===== config.mk =====
export PLATFORM = sky130hd
export DESIGN_NAME = dmem_arbiter_flat
export DESIGN_NICKNAME = d
export VERILOG_FILES = /design/src/rtl/dmem_arbiter_if.sv /design/src/rtl/dmem_arbiter.sv /design/src/flat_wrapper.sv
export SDC_FILE = /design/constraint.sdc
export NUM_CORES = 1
export LEC_CHECK = 0
export BUFFER_PORTS_ARGS = -buffer_cell sky130_fd_sc_hd__buf_2
export CORE_ASPECT_RATIO = 0.5
export CORE_MARGIN = 8
export CORE_UTILIZATION = 34
export DETAILED_ROUTE_END_ITERATION = 10
export GPL_TIMING_DRIVEN = 0
export PLACE_DENSITY = 0.7
export SLEW_MARGIN = 20
export SYNTH_ARGS = -nofsm -noshare
export SYNTH_HDL_FRONTEND = slang
export SYNTH_SLANG_ARGS = --single-unit

===== constraint.sdc =====
create_clock -name clk_i -period 1.64 [get_ports clk_i]
set_input_delay 0.164 -clock clk_i [delete_from_list [all_inputs] [get_ports clk_i]]
set_output_delay 0.164 -clock clk_i [all_outputs]
set_load 0.02 [all_outputs]

===== src/rtl/dmem_arbiter_if.sv =====
// Bus bundle between two data-memory requesters, the arbiter and a single-port memory.
// Handshake: a port's request is taken in the cycle where req & gnt are both 1; gnt is combinational and never held across cycles.
interface dmem_arbiter_if;
    logic        req0_i;
    logic        req1_i;
    logic        we0_i;
    logic        we1_i;
    logic [31:0] adr0_i;
    logic [31:0] adr1_i;
    logic [31:0] wdata0_i;
    logic [31:0] wdata1_i;
    logic        gnt0_o;
    logic        gnt1_o;
    logic        rvalid0_o;
    logic        rvalid1_o;
    logic [31:0] rdata0_o;
    logic [31:0] rdata1_o;
    logic        err0_o;
    logic        err1_o;
    logic        MemWr_o;
    logic        MemRe_o;
    logic [31:0] Adr_o;
    logic [31:0] mdata_o;
    logic [31:0] mdata_i;

    modport slave (
        input  req0_i, req1_i, we0_i, we1_i, adr0_i, adr1_i, wdata0_i, wdata1_i, mdata_i,
        output gnt0_o, gnt1_o, rvalid0_o, rvalid1_o, rdata0_o, rdata1_o, err0_o, err1_o,
               MemWr_o, MemRe_o, Adr_o, mdata_o
    );

    modport master (
        output req0_i, req1_i, we0_i, we1_i, adr0_i, adr1_i, wdata0_i, wdata1_i, mdata_i,
        input  gnt0_o, gnt1_o, rvalid0_o, rvalid1_o, rdata0_o, rdata1_o, err0_o, err1_o,
               MemWr_o, MemRe_o, Adr_o, mdata_o
    );
endinterface


===== src/rtl/dmem_arbiter.sv =====
// Two-port round-robin arbiter in front of a single-port data memory with 1-cycle read latency.
// Optional address checking is enabled by defining DMEM_ARB_ADDR_CHECK_EN.
module dmem_arbiter #(
    parameter int unsigned ADDR_MAX = 28
) (
    input  logic           clk_i,
    input  logic           rst_i,
    dmem_arbiter_if.slave  bus,
    output logic           dbg_state
);

`ifdef DMEM_ARB_ADDR_CHECK_EN
    localparam bit ADDR_CHECK = 1'b1;
`else
    localparam bit ADDR_CHECK = 1'b0;
`endif

    typedef enum logic {
        IDLE   = 1'b0,
        RD_RSP = 1'b1
    } state_t;

    state_t      state;
    logic        last1;
    logic        gnt0;
    logic        gnt1;
    logic        acc;
    logic        legal;
    logic        mem_en;
    logic        sel_we;
    logic [31:0] sel_adr;
    logic [31:0] sel_wdata;
    logic        rvalid0;
    logic        rvalid1;
    logic        err0;
    logic        err1;
    logic [31:0] rdata0_q;
    logic [31:0] rdata1_q;

    // Port 0 wins unless port 1 also asks and port 0 was the last one served.
    always_comb begin
        gnt0 = 1'b0;
        gnt1 = 1'b0;
        if (rst_i) begin
            if (bus.req0_i && (!bus.req1_i || last1)) begin
                gnt0 = 1'b1;
            end else if (bus.req1_i) begin
                gnt1 = 1'b1;
            end
        end
    end

    always_comb begin
        sel_we    = bus.we0_i;
        sel_adr   = bus.adr0_i;
        sel_wdata = bus.wdata0_i;
        if (gnt1) begin
            sel_we    = bus.we1_i;
            sel_adr   = bus.adr1_i;
            sel_wdata = bus.wdata1_i;
        end
    end

    assign acc    = gnt0 | gnt1;
    assign legal  = !ADDR_CHECK || ((sel_adr <= ADDR_MAX) && (sel_adr[1:0] == 2'b00));
    assign mem_en = acc && legal;

    always_ff @(posedge clk_i or negedge rst_i) begin
        if (!rst_i) begin
            state    <= IDLE;
            last1    <= 1'b1;
            rvalid0  <= 1'b0;
            rvalid1  <= 1'b0;
            err0     <= 1'b0;
            err1     <= 1'b0;
            rdata0_q <= '0;
            rdata1_q <= '0;
        end else begin
            if (acc) begin
                last1 <= gnt1;
            end
            state   <= (mem_en && !sel_we) ? RD_RSP : IDLE;
            rvalid0 <= mem_en && !sel_we && gnt0;
            rvalid1 <= mem_en && !sel_we && gnt1;
            err0    <= gnt0 && !legal;
            err1    <= gnt1 && !legal;
            // Memory data is only valid in the response cycle, so capture it there for holding.
            if (rvalid0) begin
                rdata0_q <= bus.mdata_i;
            end
            if (rvalid1) begin
                rdata1_q <= bus.mdata_i;
            end
        end
    end

    assign bus.gnt0_o    = gnt0;
    assign bus.gnt1_o    = gnt1;
    assign bus.MemWr_o   = mem_en && sel_we;
    assign bus.MemRe_o   = mem_en && !sel_we;
    assign bus.Adr_o     = mem_en ? sel_adr : 32'd0;
    assign bus.mdata_o   = mem_en ? sel_wdata : 32'd0;
    assign bus.rvalid0_o = rvalid0;
    assign bus.rvalid1_o = rvalid1;
    assign bus.rdata0_o  = rvalid0 ? bus.mdata_i : rdata0_q;
    assign bus.rdata1_o  = rvalid1 ? bus.mdata_i : rdata1_q;
    assign bus.err0_o    = err0;
    assign bus.err1_o    = err1;
    assign dbg_state     = state;

endmodule


===== src/flat_wrapper.sv =====
// flat-port wrapper written by rule: the top's interface ports become plain ports
module dmem_arbiter_flat 
#(
    parameter int unsigned ADDR_MAX = 28
)
  (clk_i, rst_i, dbg_state, bus_req0_i, bus_req1_i, bus_we0_i, bus_we1_i, bus_adr0_i, bus_adr1_i, bus_wdata0_i, bus_wdata1_i, bus_mdata_i, bus_gnt0_o, bus_gnt1_o, bus_rvalid0_o, bus_rvalid1_o, bus_rdata0_o, bus_rdata1_o, bus_err0_o, bus_err1_o, bus_MemWr_o, bus_MemRe_o, bus_Adr_o, bus_mdata_o);
  dmem_arbiter_if bus_i ();
  input  logic clk_i;
  input  logic rst_i;
  output logic dbg_state;
  input wire logic [$bits(bus_i.req0_i)-1:0] bus_req0_i;
  input wire logic [$bits(bus_i.req1_i)-1:0] bus_req1_i;
  input wire logic [$bits(bus_i.we0_i)-1:0] bus_we0_i;
  input wire logic [$bits(bus_i.we1_i)-1:0] bus_we1_i;
  input wire logic [$bits(bus_i.adr0_i)-1:0] bus_adr0_i;
  input wire logic [$bits(bus_i.adr1_i)-1:0] bus_adr1_i;
  input wire logic [$bits(bus_i.wdata0_i)-1:0] bus_wdata0_i;
  input wire logic [$bits(bus_i.wdata1_i)-1:0] bus_wdata1_i;
  input wire logic [$bits(bus_i.mdata_i)-1:0] bus_mdata_i;
  output wire logic [$bits(bus_i.gnt0_o)-1:0] bus_gnt0_o;
  output wire logic [$bits(bus_i.gnt1_o)-1:0] bus_gnt1_o;
  output wire logic [$bits(bus_i.rvalid0_o)-1:0] bus_rvalid0_o;
  output wire logic [$bits(bus_i.rvalid1_o)-1:0] bus_rvalid1_o;
  output wire logic [$bits(bus_i.rdata0_o)-1:0] bus_rdata0_o;
  output wire logic [$bits(bus_i.rdata1_o)-1:0] bus_rdata1_o;
  output wire logic [$bits(bus_i.err0_o)-1:0] bus_err0_o;
  output wire logic [$bits(bus_i.err1_o)-1:0] bus_err1_o;
  output wire logic [$bits(bus_i.MemWr_o)-1:0] bus_MemWr_o;
  output wire logic [$bits(bus_i.MemRe_o)-1:0] bus_MemRe_o;
  output wire logic [$bits(bus_i.Adr_o)-1:0] bus_Adr_o;
  output wire logic [$bits(bus_i.mdata_o)-1:0] bus_mdata_o;
  assign bus_i.req0_i = bus_req0_i;
  assign bus_i.req1_i = bus_req1_i;
  assign bus_i.we0_i = bus_we0_i;
  assign bus_i.we1_i = bus_we1_i;
  assign bus_i.adr0_i = bus_adr0_i;
  assign bus_i.adr1_i = bus_adr1_i;
  assign bus_i.wdata0_i = bus_wdata0_i;
  assign bus_i.wdata1_i = bus_wdata1_i;
  assign bus_i.mdata_i = bus_mdata_i;
  assign bus_gnt0_o = bus_i.gnt0_o;
  assign bus_gnt1_o = bus_i.gnt1_o;
  assign bus_rvalid0_o = bus_i.rvalid0_o;
  assign bus_rvalid1_o = bus_i.rvalid1_o;
  assign bus_rdata0_o = bus_i.rdata0_o;
  assign bus_rdata1_o = bus_i.rdata1_o;
  assign bus_err0_o = bus_i.err0_o;
  assign bus_err1_o = bus_i.err1_o;
  assign bus_MemWr_o = bus_i.MemWr_o;
  assign bus_MemRe_o = bus_i.MemRe_o;
  assign bus_Adr_o = bus_i.Adr_o;
  assign bus_mdata_o = bus_i.mdata_o;
  dmem_arbiter #(.ADDR_MAX(ADDR_MAX)) u_core (.clk_i(clk_i), .rst_i(rst_i), .bus(bus_i), .dbg_state(dbg_state));
endmodule

== Word level (Yosys, flattened, before mapping) ==
Index checks and enable logic that the tools add are counted.
Word-level totals
  input bits: 166
  flip-flop bits (word level): 68
  output and inout bits: 137
  logic and storage cells: 28
Operators by class
  mux-type cells: 13
  reductions and logical operators: 8
  bitwise operators: 1
Operators with widths (count)
  32-bit 2-to-1 mux: 6
  1-bit 2-to-1 mux: 7
  1-bit logical AND: 5
  1-bit logical NOT: 2
  1-bit logical OR: 1
  1-bit OR: 1

== Longest topological paths before layout ==
Gate-level depths: netlist (run 1).
  depth after elaboration: 9
  gate-level depth with buffers: 5
  depth with buffers taken out: 3

== Least setup slack after synthesis (run 1) ==
OpenSTA, ideal clock, no wires.
  path kind: reg2reg
  start point: register u_core.rvalid1 (netlist: u_core.bus.rvalid1_o)
  end point: register u_core.rdata1_q[11]
  slack: 0.219 ns
  path buffers: 2
  period minus slack after synthesis: 1.421 ns
  required time: 1.473 ns
  setup time: 0.167 ns
  cell stages (with the launch flop): 4
  arrival: 1.254 ns
  cell sequence: dfrtp_1 clkbuf_1 buf_4 mux2_1
On the way
  word-level cells in the longest chain between the ends: 1
Ends and longest elaborated chain
  start, declared: RTL line dmem_arbiter.sv:34  | logic rvalid1;
  start signal, assigned: RTL line dmem_arbiter.sv:84  | rvalid1 <= mem_en && !sel_we && gnt1;
  32-bit 2-to-1 mux
  net bus_rdata1_o[11]: RTL line flat_wrapper.sv:25  | output wire logic [$bits(bus_i.rdata1_o)-1:0] bus_rdata1_o;
  end signal, assigned: RTL line dmem_arbiter.sv:92  | rdata1_q <= bus.mdata_i;
  end, declared: RTL line dmem_arbiter.sv:38  | logic [31:0] rdata1_q;
The timed path passes the listed nets, and every way through them passes these cells.
A chain may end at the register's enable or synchronous reset.

== Worst setup path after layout (run 1) ==
  start point: register u_core.last1
  end point: output bus_Adr_o[28]
On the way
  word-level cells in the longest chain between the ends: 6
  elaborated cells between the ends (all ways): 9
  those cells by class: 6 x mux; 1 x bitwise; 2 x reduce/logical
Ends and longest elaborated chain
  start, declared: RTL line dmem_arbiter.sv:24  | logic last1;
  start signal, assigned: RTL line dmem_arbiter.sv:80  | last1 <= gnt1;
  1-bit logical OR (*): RTL line dmem_arbiter.sv:45  | if (bus.req0_i && (!bus.req1_i || last1)) begin
  1-bit logical AND (*): RTL line dmem_arbiter.sv:45
  1-bit 2-to-1 mux: RTL line dmem_arbiter.sv:45
  1-bit 2-to-1 mux: RTL line dmem_arbiter.sv:44  | if (rst_i) begin
  32-bit 2-to-1 mux / 1-bit OR (equally long branches): RTL line dmem_arbiter.sv:57, dmem_arbiter.sv:64
  32-bit 2-to-1 mux (*): RTL line dmem_arbiter.sv:101  | assign bus.Adr_o = mem_en ? sel_adr : 32'd0;
  end, declared: RTL line flat_wrapper.sv:30  | output wire logic [$bits(bus_i.Adr_o)-1:0] bus_Adr_o;
Mark *: on every way between the ends. The rest lies on a longest branch, timed or not.

==> flow_metrics.env, run 1 <==
export IMPL_num_vias=4339
export IMPL_num_fill_cells=856
export IMPL_area_delta_synth_final_pct=98.5
export IMPL_critPathTopFamily="flip-flops"
export IMPL_cp_num_buf_inv=3
export IMPL_cp_cell_sequence="nor2b_4 -> nand2b_4 -> clkbuf_16 -> clkbuf_16 -> o22ai_4 -> buf_6"
export IMPL_grt_max_degree=27
export IMPL_syn_area_per_cell_um2=10.7
export IMPL_antenna_found_initial=1
export IMPL_place_gp_congestion=0.885
export IMPL_grt_pass1_vias=4755
export IMPL_hpwlAfterDp_mm=11.9
export IMPL_portBuffers=300
export IMPL_final_cell_mix="buf_2, nand2_1, buf_6, dfrtp_1, buf_4"
export IMPL_r2r_start="u_core.bus.rvalid1_o"
export IMPL_worst_slack_ps=-217
export IMPL_core_mm2=0.0117
export IMPL_grt_overflow=0
export IMPL_start_util=0.346
export IMPL_vias_per_cell=4.79
export IMPL_synth_seq_area_share=0.421
export IMPL_hold_ws_ps=77.7
export IMPL_hold_viol=0
export IMPL_die_x_um=170
export IMPL_cts_tree="yes"
export IMPL_final_core_util=0.686
export IMPL_clock_sinks=68
export IMPL_ir_drop_mv=0.565
export IMPL_synth_seq_cells=68
export IMPL_finalCritPeriodShare=1.13
export IMPL_clock_path_buffers=2
export IMPL_die_area_mm2=0.0159
export IMPL_fin_nets=900
export IMPL_worstReg2RegEnd="u_core.rdata1_q[21]"
export IMPL_violations="setup timing"
export IMPL_cp_required_ps=1480
export IMPL_min_path_type="in -> reg"
export IMPL_cp_max_fo=6
export IMPL_cts_root_buf="clkbuf_16"
export IMPL_drv_cap=0
export IMPL_endpoint_kind="output port"
export IMPL_setup_viol=116
export IMPL_r2r_slack_ps=240
export IMPL_slew_headroom=0.396
export IMPL_endpoint="bus_Adr_o[28]"
export IMPL_slowest_delay_ps=570
export IMPL_worstSetupPathDepth=6
export IMPL_drt_iter0_drc=219
export IMPL_reg2reg_depth=5
export IMPL_num_io_pins=303
export IMPL_wire_per_inst_um=19.3
export IMPL_numCtsBuffers=9
export IMPL_grt_use_total=0.196
export IMPL_clk_pin_slew_ps=60
export IMPL_final_antenna_net_count=0
export IMPL_die_h_um=93.1
export IMPL_cellPowerDensity_mw_per_mm2=1000
export IMPL_drc=0
export IMPL_path_common_cell="clkbuf_16"
export IMPL_synth_cells=379
export IMPL_wirelength_mm=17.5
export IMPL_criticalPathCategory="reg -> out"
export IMPL_ys_types=21
export IMPL_dr_pass1_iters=4
export IMPL_crit_arrival_ps=1690
export IMPL_p_leak_nw=3.82
export IMPL_rsz0062_at_grt="true"
export IMPL_critPathLaunch="u_core.last1"
export IMPL_status="finished, violations left"
export IMPL_clock_skew_ps=5.02
export IMPL_period_needed_ps=1860
export IMPL_ys_warnings_count=0
export IMPL_max_freq_mhz=538
export IMPL_drv_slew=0
export IMPL_synth_area_mm2=0.00404
export IMPL_startpoint_type="flip-flop"
export IMPL_cpMaxStageDelayCell="dfstp_2"
export IMPL_drive_gt1_frac=0.700
export IMPL_grt_pass1_wl_mm=24.9
export IMPL_final_common_cell="buf_2"
export IMPL_rows=28
export IMPL_worstMarginPinSlew_ps=902
export IMPL_cts_htree_levels=3
export IMPL_insertion_delay_ps=320
-- what timing repair did --
item                                    in CTS  in global routing
cloned                                       7                  4
endpoints found under the hold margin       46                  0
endpoints found under the setup margin     128                129
pin swaps                                    0                  1
hold buffers                                 6                  0
setup buffers                               16                 13
gates resized for setup                    283                 91
-- worst reg2reg max path: cells and delay by family (launching register included) --
kind / cells / cell delay (ps)
DFF: 1 / 450
buffers and inverters: 4 / 540
muxes: 1 / 320
-- flip-flops by register name, summed over array words and instances, names as in the netlist --
register,cells
u_core.bus.rvalid0_o,1
u_core.rdata1_q,32
u_core.bus.rvalid1_o,1
u_core.last1,1
u_core.rdata0_q,32
u_core.dbg_state,1
-- metrics by stage --
| step | cell area [µm²] | instances | setup WS, ps | total power, mW | TNS [ps] |
|---|---|---|---|---|---|
| 6_report | 8030 | 906 | -217 | 8.06 | -15080 |
| 5_1_grt | 8030 | 906 | -279 | 8.39 | -21330 |
| 4_1_cts | 7440 | 889 | -211 | 7.59 | -14080 |
| 3_5_place_dp | 5780 | 846 | -549 | 4.93 | -28730 |
| 3_3_place_gp | 5760 | 845 | -1210 | 4.85 | -73500 |
| 2_1_floorplan | 4050 | 380 | 219 | 3.92 | 0 |
-- synth_stat cells --
cell type,count,area [µm²]
a22o_1,1,8.76
buf_12,6,120
buf_2,11,55.1
buf_4,10,75.1
buf_6,5,56.3
clkbuf_1,7,26.3
conb_1,1,3.75
dfrtp_1,67,1680
dfstp_2,1,26.3
inv_1,1,3.75
mux2_1,4,45.0
mux2_2,60,676
nand2_1,133,499
nand2b_4,1,13.8
nand3_1,1,5.00
nor2_1,2,7.51
nor2b_4,1,13.8
nor3_1,1,5.00
o21bai_1,1,7.51
o22ai_1,15,93.8
o22ai_2,50,626
-- metal layers --
metal  vias up  GRT usage  part of all wire
li1       2036          -                 -
met1      2102      0.209              0.37
met2       164      0.379              0.55
met3        37     0.0420             0.050
met4         0     0.0674             0.029
met5         -          0                 0
-- worst min-delay path by stage --
| stage | from | to | slack, ps | cells after the start |
|---|---|---|---|---|
| after floorplan | rst_i | u_core.bus.rvalid0_o | -130 | 0 |
| after detailed placement | rst_i | u_core.rdata1_q[17] | 90 | 1 |
| final | bus_we1_i | u_core.bus.rvalid1_o | 80 | 2 |
| after global placement | bus_we0_i | u_core.bus.rvalid0_o | 370 | 2 |
| after CTS | bus_we0_i | u_core.bus.rvalid0_o | 20 | 2 |
| after global routing | bus_we1_i | u_core.bus.rvalid1_o | 80 | 2 |
-- cell families (layout without fill, tap and decap cells) --
| kind of cell | count (synthesis) | after routing | synth area share |
|---|---|---|---|
| DFF | 68 | 68 | 0.421 |
| AOI/OAI and AO/OA | 67 | 67 | 0.182 |
| and+or+nand+nor | 139 | 139 | 0.135 |
| buffers and inverters | 40 | 399 | 0.0832 |
| other | 1 | 4 | 0.000927 |
| muxes | 64 | 64 | 0.178 |
-- area by class of cell --
type,count,area [µm²],area share
Timing Repair Buffer,345,2890,0.360
Multi-Input combinational cell,272,2490,0.310
Sequential cell,68,1710,0.213
Buffer,37,455,0.0568
Clock buffer,9,225,0.0281
Tap cell,165,206,0.0257
Clock inverter,7,43.8,0.00546
Antenna cell,2,5.00,0.000624
Inverter,1,3.75,0.000468
-- power by group --
part | total [mW] | leakage, nW | switching, mW | internal, mW
logic | 4.13 | 2.88 | 1.99 | 2.15
clock network | 1.71 | 0.131 | 0.696 | 1.01
registers | 2.22 | 0.808 | 0.136 | 2.09
Power figures use the tool's default switching activity.
==> run 2: changes to the inputs <==
--- a/config.mk
+++ b/config.mk
@@ -11,7 +11,7 @@
 export CORE_UTILIZATION = 34
 export DETAILED_ROUTE_END_ITERATION = 10
 export GPL_TIMING_DRIVEN = 0
-export PLACE_DENSITY = 0.7
+export PLACE_DENSITY = 0.81
 export SLEW_MARGIN = 20
 export SYNTH_ARGS = -nofsm -noshare
 export SYNTH_HDL_FRONTEND = slang
==> flow_metrics.env, run 2 (synthesized netlist as in run 1, its figures left out) <==
export IMPL_status="finished, violations left"
export IMPL_violations="setup timing"
export IMPL_period_needed_ps=1850
export IMPL_worstSetupPathDepth=6
export IMPL_final_antenna_net_count=0
export IMPL_clock_sinks=68
export IMPL_final_cell_mix="buf_2, nand2_1, buf_6, dfrtp_1, mux2_4"
export IMPL_wire_per_inst_um=21.1
export IMPL_reg_top3="u_core.rdata0_q: 32 flops, u_core.rdata1_q: 32 flops"
export IMPL_place_area_mm2=0.00579
export IMPL_die_h_um=93.1
export IMPL_drt_iter0_drc=179
export IMPL_core_mm2=0.0117
export IMPL_endpoint_kind="output port"
export IMPL_num_vias=4356
export IMPL_num_io_pins=303
export IMPL_cellPowerDensity_mw_per_mm2=1060
export IMPL_cp_max_fo=10
export IMPL_reg2reg_depth=4
export IMPL_rows=28
export IMPL_grt_max_degree=48
export IMPL_crit_arrival_ps=1690
export IMPL_grt_use_met2=0.385
export IMPL_worstMarginPinSlew_ps=547
export IMPL_grt_busiest_layer="met2"
export IMPL_hold_viol=0
export IMPL_die_area_mm2=0.0159
export IMPL_drv_cap=0
export IMPL_path_common_cell="buf_12"
export IMPL_vias_per_cell=4.87
export IMPL_start_util=0.346
export IMPL_finalPower_mw=8.32
export IMPL_use_met1=0.227
export IMPL_numCtsBuffers=9
export IMPL_hp_start="bus_we1_i"
export IMPL_drive_gt1_frac=0.705
export IMPL_grt_pass1_wl_mm=26.1
export IMPL_fin_area_mm2=0.00788
export IMPL_criticalPathCategory="reg -> out"
export IMPL_drv_slew=0
export IMPL_whs_path_depth=2
export IMPL_final_core_util=0.673
export IMPL_wirelength_mm=18.9
export IMPL_hpwlAfterDp_mm=12.6
export IMPL_p_leak_nw=3.81
export IMPL_drc=0
export IMPL_startpoint_type="flip-flop"
export IMPL_place_gp_congestion=0.930
export IMPL_clock_skew_ps=6.93
export IMPL_whs_endpoint="u_core.bus.rvalid1_o"
export IMPL_die_x_um=170
export IMPL_insertion_delay_ps=320
export IMPL_cpMaxStageDelayCell="dfstp_2"
export IMPL_critPathTopFamily="flip-flops"
export IMPL_slew_headroom=0.635
export IMPL_grt_overflow=0
export IMPL_final_common_cell="buf_2"
export IMPL_area_delta_synth_final_pct=94.8
export IMPL_setup_viol=118
export IMPL_dr_pass1_iters=5
export IMPL_clk_pin_slew_ps=60
export IMPL_clock_path_buffers=2
export IMPL_cp_num_buf_inv=3
export IMPL_antenna_found_initial=0
export IMPL_slowest_delay_ps=570
export IMPL_cts_htree_levels=3
export IMPL_grt_pass1_vias=4725
export IMPL_r2r_start="u_core.bus.rvalid0_o"
export IMPL_worst_slack_ps=-212
export IMPL_portBuffers=300
export IMPL_num_fill_cells=865
export IMPL_rsz0062_at_grt="true"
export IMPL_ir_drop_mv=0.548
export IMPL_min_path_type="in -> reg"
export IMPL_grt_use_total=0.207
export IMPL_cts_root_buf="clkbuf_16"
export IMPL_cts_tree="yes"
export IMPL_cp_cell_sequence="nor2b_4 -> nand2b_4 -> buf_12 -> buf_12 -> o22ai_4 -> buf_6"
export IMPL_max_freq_mhz=540
export IMPL_cp_required_ps=1480
export IMPL_worstReg2RegEnd="u_core.rdata0_q[11]"
export IMPL_r2r_slack_ps=270
export IMPL_use_met3=0.0559
export IMPL_finalCritPeriodShare=1.13
export IMPL_fin_nets=890
## run 2: cell types whose count changed in the layout (fill, tap and decap cells not counted), moves of 2 or more
cell           previous run  this run
mux2_2                   26         3
clkinv_2                  4         2
o22ai_2                  16        28
o22ai_1                  11         5
o22ai_4                  38        32
buf_4                    39        25
dlygate4sd3_1             4         1
buf_12                   22        13
buf_8                     4         7
buf_6                   113       130
buf_16                    6         1
buf_2                   183       186
mux2_4                   38        61
## run 2: per-stage QoR
stage	std cells	hold WS (ps)	TNS, ps	setup slack, ps
2_1_floorplan	380	-132	0	219
3_3_place_gp	845	354	-73430	-1210
3_5_place_dp	846	75.4	-7870	-261
4_1_cts	883	25.5	-15390	-214
5_1_grt	894	19.4	-21790	-283
6_report	895	31.8	-15300	-212
## run 2: where the power goes
group / total [mW] / leakage, nW / internal, mW / switching [mW]
Combinational: 4.15 / 2.86 / 2.15 / 2.00
Clock: 1.92 / 0.144 / 1.21 / 0.708
Sequential: 2.25 / 0.808 / 2.09 / 0.159
Total: 8.32 / 3.81 / 5.45 / 2.87
## run 2: area by class of cell
type | instances | area, µm² | share of cell area
inverter | 1 | 3.75 | 0.000476
clock buffer | 10 | 239 | 0.0303
antenna | 1 | 2.50 | 0.000318
buffer | 34 | 403 | 0.0511
multi-input combinational | 272 | 2550 | 0.324
tap | 165 | 206 | 0.0262
clock inverter | 6 | 63.8 | 0.00810
sequential | 68 | 1710 | 0.216
timing repair buffer | 338 | 2700 | 0.343
## run 2: what timing repair did
item,4_1_cts,5_1_grt
cloned,6,4
hold buffers,1,1
endpoints found under the setup margin,130,128
hold endpoints to repair,68,20
resized for setup,271,138
buffers inserted,16,14
pin swaps,0,1
## run 2: worst max path at each step
stage	start	to	slack [ps]
final	u_core.last1	bus_mdata_o[25]	-210
after global routing	u_core.last1	bus_mdata_o[15]	-280
after CTS	u_core.last1	bus_mdata_o[15]	-210
after detailed placement	rst_i	bus_mdata_o[3]	-260
after global placement	rst_i	bus_mdata_o[3]	-1210
after floorplan	u_core.bus.rvalid1_o	u_core.rdata1_q[11]	220
## run 2: routing by layer
layer / share of wire / vias up / routed length [µm]
li1: - / 2007 / -
met1: 0.38 / 2152 / 7090
met2: 0.54 / 169 / 10200
met3: 0.063 / 28 / 1180
met4: 0.020 / 0 / 376
met5: 0 / - / 0
==> run 3: changes to the inputs <==
--- a/config.mk
+++ b/config.mk
@@ -6,12 +6,13 @@
 export NUM_CORES = 1
 export LEC_CHECK = 0
 export BUFFER_PORTS_ARGS = -buffer_cell sky130_fd_sc_hd__buf_2
-export CORE_ASPECT_RATIO = 0.5
+export CORE_ASPECT_RATIO = 1.1
 export CORE_MARGIN = 8
 export CORE_UTILIZATION = 34
 export DETAILED_ROUTE_END_ITERATION = 10
 export GPL_TIMING_DRIVEN = 0
-export PLACE_DENSITY = 0.81
+export MAX_ROUTING_LAYER = met4
+export PLACE_DENSITY = 0.83
 export SLEW_MARGIN = 20
 export SYNTH_ARGS = -nofsm -noshare
 export SYNTH_HDL_FRONTEND = slang
==> constraint.sdc (replaced) <==
create_clock -name clk_i -period 1.6 [get_ports clk_i]
set_input_delay 0.16 -clock clk_i [delete_from_list [all_inputs] [get_ports clk_i]]
set_output_delay 0.16 -clock clk_i [all_outputs]
set_load 0.02 [all_outputs]
==> flow_metrics.env, run 3 (synthesized netlist as in run 1, its figures left out) <==
export IMPL_clock_path_buffers=2
export IMPL_drt_iter0_drc=305
export IMPL_drive_gt1_frac=0.700
export IMPL_final_common_cell="buf_2"
export IMPL_area_delta_synth_final_pct=93.7
export IMPL_setup_viol=128
export IMPL_critPathLaunch="u_core.last1"
export IMPL_status="finished, violations left"
export IMPL_antenna_found_initial=0
export IMPL_cts_root_buf="clkbuf_16"
export IMPL_numCtsBuffers=9
export IMPL_clock_sinks=68
export IMPL_cp_required_ps=1440
export IMPL_num_fill_cells=779
export IMPL_fin_area_mm2=0.00783
export IMPL_final_cell_mix="buf_2, nand2_1, buf_6, dfrtp_1, mux2_4"
export IMPL_vias_per_cell=5.05
export IMPL_ir_drop_mv=0.872
export IMPL_final_antenna_net_count=0
export IMPL_clk_pin_slew_ps=60
export IMPL_drv_cap=0
export IMPL_place_area_mm2=0.00576
export IMPL_stdcell_count=890
export IMPL_criticalPathCategory="reg -> out"
export IMPL_finalPower_mw=8.82
export IMPL_r2r_start="u_core.bus.rvalid1_o"
export IMPL_period_needed_ps=1830
export IMPL_rows=41
export IMPL_finalCritPeriodShare=1.14
export IMPL_hpwlAfterDp_mm=12.7
export IMPL_violations="setup timing"
export IMPL_hold_viol=0
export IMPL_drv_slew=0
export IMPL_slowest_delay_ps=570
export IMPL_core_mm2=0.0115
export IMPL_min_path_type="in -> reg"
export IMPL_cts_htree_levels=3
export IMPL_hp_start="bus_we0_i"
export IMPL_use_met3=0.0365
export IMPL_max_freq_mhz=546
export IMPL_cts_tree="yes"
export IMPL_reg_top3="u_core.rdata0_q: 32 flops, u_core.rdata1_q: 32 flops"
export IMPL_grt_use_total=0.225
export IMPL_num_io_pins=303
export IMPL_path_common_cell="buf_12"
export IMPL_clock_skew_ps=8.53
export IMPL_grt_pass1_wl_mm=26.8
export IMPL_grt_overflow=0
export IMPL_rsz0062_at_grt="true"
export IMPL_diodes=0
export IMPL_grt_busiest_layer="met2"
export IMPL_cp_num_buf_inv=3
export IMPL_portBuffers=300
export IMPL_use_met1=0.240
export IMPL_cpMaxStageDelayCell="dfstp_2"
export IMPL_critPathTopFamily="flip-flops"
export IMPL_die_x_um=120
export IMPL_startpoint_type="flip-flop"
export IMPL_p_leak_nw=3.84
export IMPL_grt_use_met2=0.417
export IMPL_insertion_delay_ps=320
export IMPL_die_h_um=130
export IMPL_cp_max_fo=10
export IMPL_cellPowerDensity_mw_per_mm2=1130
export IMPL_fin_nets=901
export IMPL_worst_slack_ps=-232
export IMPL_hold_ws_ps=30.8
export IMPL_start_util=0.350
export IMPL_num_vias=4498
export IMPL_grt_max_degree=37
export IMPL_endpoint_kind="output port"
export IMPL_grt_pass1_vias=4913
export IMPL_crit_arrival_ps=1670
export IMPL_wirelength_mm=19.3
export IMPL_cp_cell_sequence="nor2b_4 -> nand2b_4 -> buf_12 -> buf_12 -> o22ai_4 -> buf_6"
export IMPL_placed_cells=831
export IMPL_dr_pass1_iters=5
export IMPL_die_area_mm2=0.0156
export IMPL_drc=0
export IMPL_wire_per_inst_um=21.7
export IMPL_place_gp_congestion=0.937
-- run 3: changes by cell type in the layout (fill, tap and decap cells not counted), moves of 2 or more --
cell / change
buf_4: +20
o22ai_1: +8
o22ai_4: -6
buf_6: -5
clkbuf_16: -3
buf_12: +2
buf_2: -2
buf_8: -2
o22ai_2: -2
-- run 3: timing repair --
item	4_1_cts	5_1_grt
pin swaps	1	0
resized for setup	310	82
endpoints found under the hold margin	53	0
endpoints found under the setup margin	131	129
hold buffers	2	0
setup buffers	25	23
cloned	6	1
-- run 3: path summary, 6_finish.rpt --
kind,end,slack (ps),depth (start not counted)
max,bus_Adr_o[11],-230,6
max reg2reg,u_core.rdata1_q[10],160,5
max in group asynchronous,u_core.rdata1_q[10],730,4
min reg2reg,u_core.rdata0_q[29],510,1
min,u_core.bus.rvalid0_o,30,2
min in group asynchronous,u_core.rdata1_q[20],420,3
-- run 3: power by group --
| group | switching, mW | total (mW) | internal, mW | leakage, nW |
|---|---|---|---|---|
| Sequential | 0.168 | 2.31 | 2.14 | 0.808 |
| Clock | 0.780 | 2.15 | 1.37 | 0.156 |
| Combinational | 2.06 | 4.36 | 2.30 | 2.88 |
-- run 3: stage by stage --
| step | setup WS [ps] | TNS [ps] | util |
|---|---|---|---|
| after floorplan | 179 | 0 | - |
| after global placement | -1190 | -76370 | 0.497 |
| after detailed placement | -360 | -16560 | 0.499 |
| after CTS | -232 | -20330 | 0.646 |
| after global routing | -277 | -21500 | 0.679 |
| final | -232 | -15480 | 0.679 |
-- run 3: worst reg2reg max path, stage by stage (launching register included) --
cell	delay [ps]
dfrtp_2	450
buf_8	160
buf_16	140
mux2_4	310
buf_4	140
buf_4	120
-- run 3: layout make-up --
cell class              count  area, µm²  area share
well taps                 150        188      0.0240
repair buffers            350       2780       0.354
flip-flops and latches     68       1710       0.218
plain buffers              33        374      0.0478
clock buffers               9        225      0.0288
multi-input cells         272       2460       0.314
clock inverters             7       98.8      0.0126
inverters                   1       3.75    0.000479
-- run 3: routing by layer --
layer  wire length, µm  vias up
met3              1060       31
met1              7070     2205
li1                  -     2023
met5                 0        -
met2             10700      239
met4               433        0
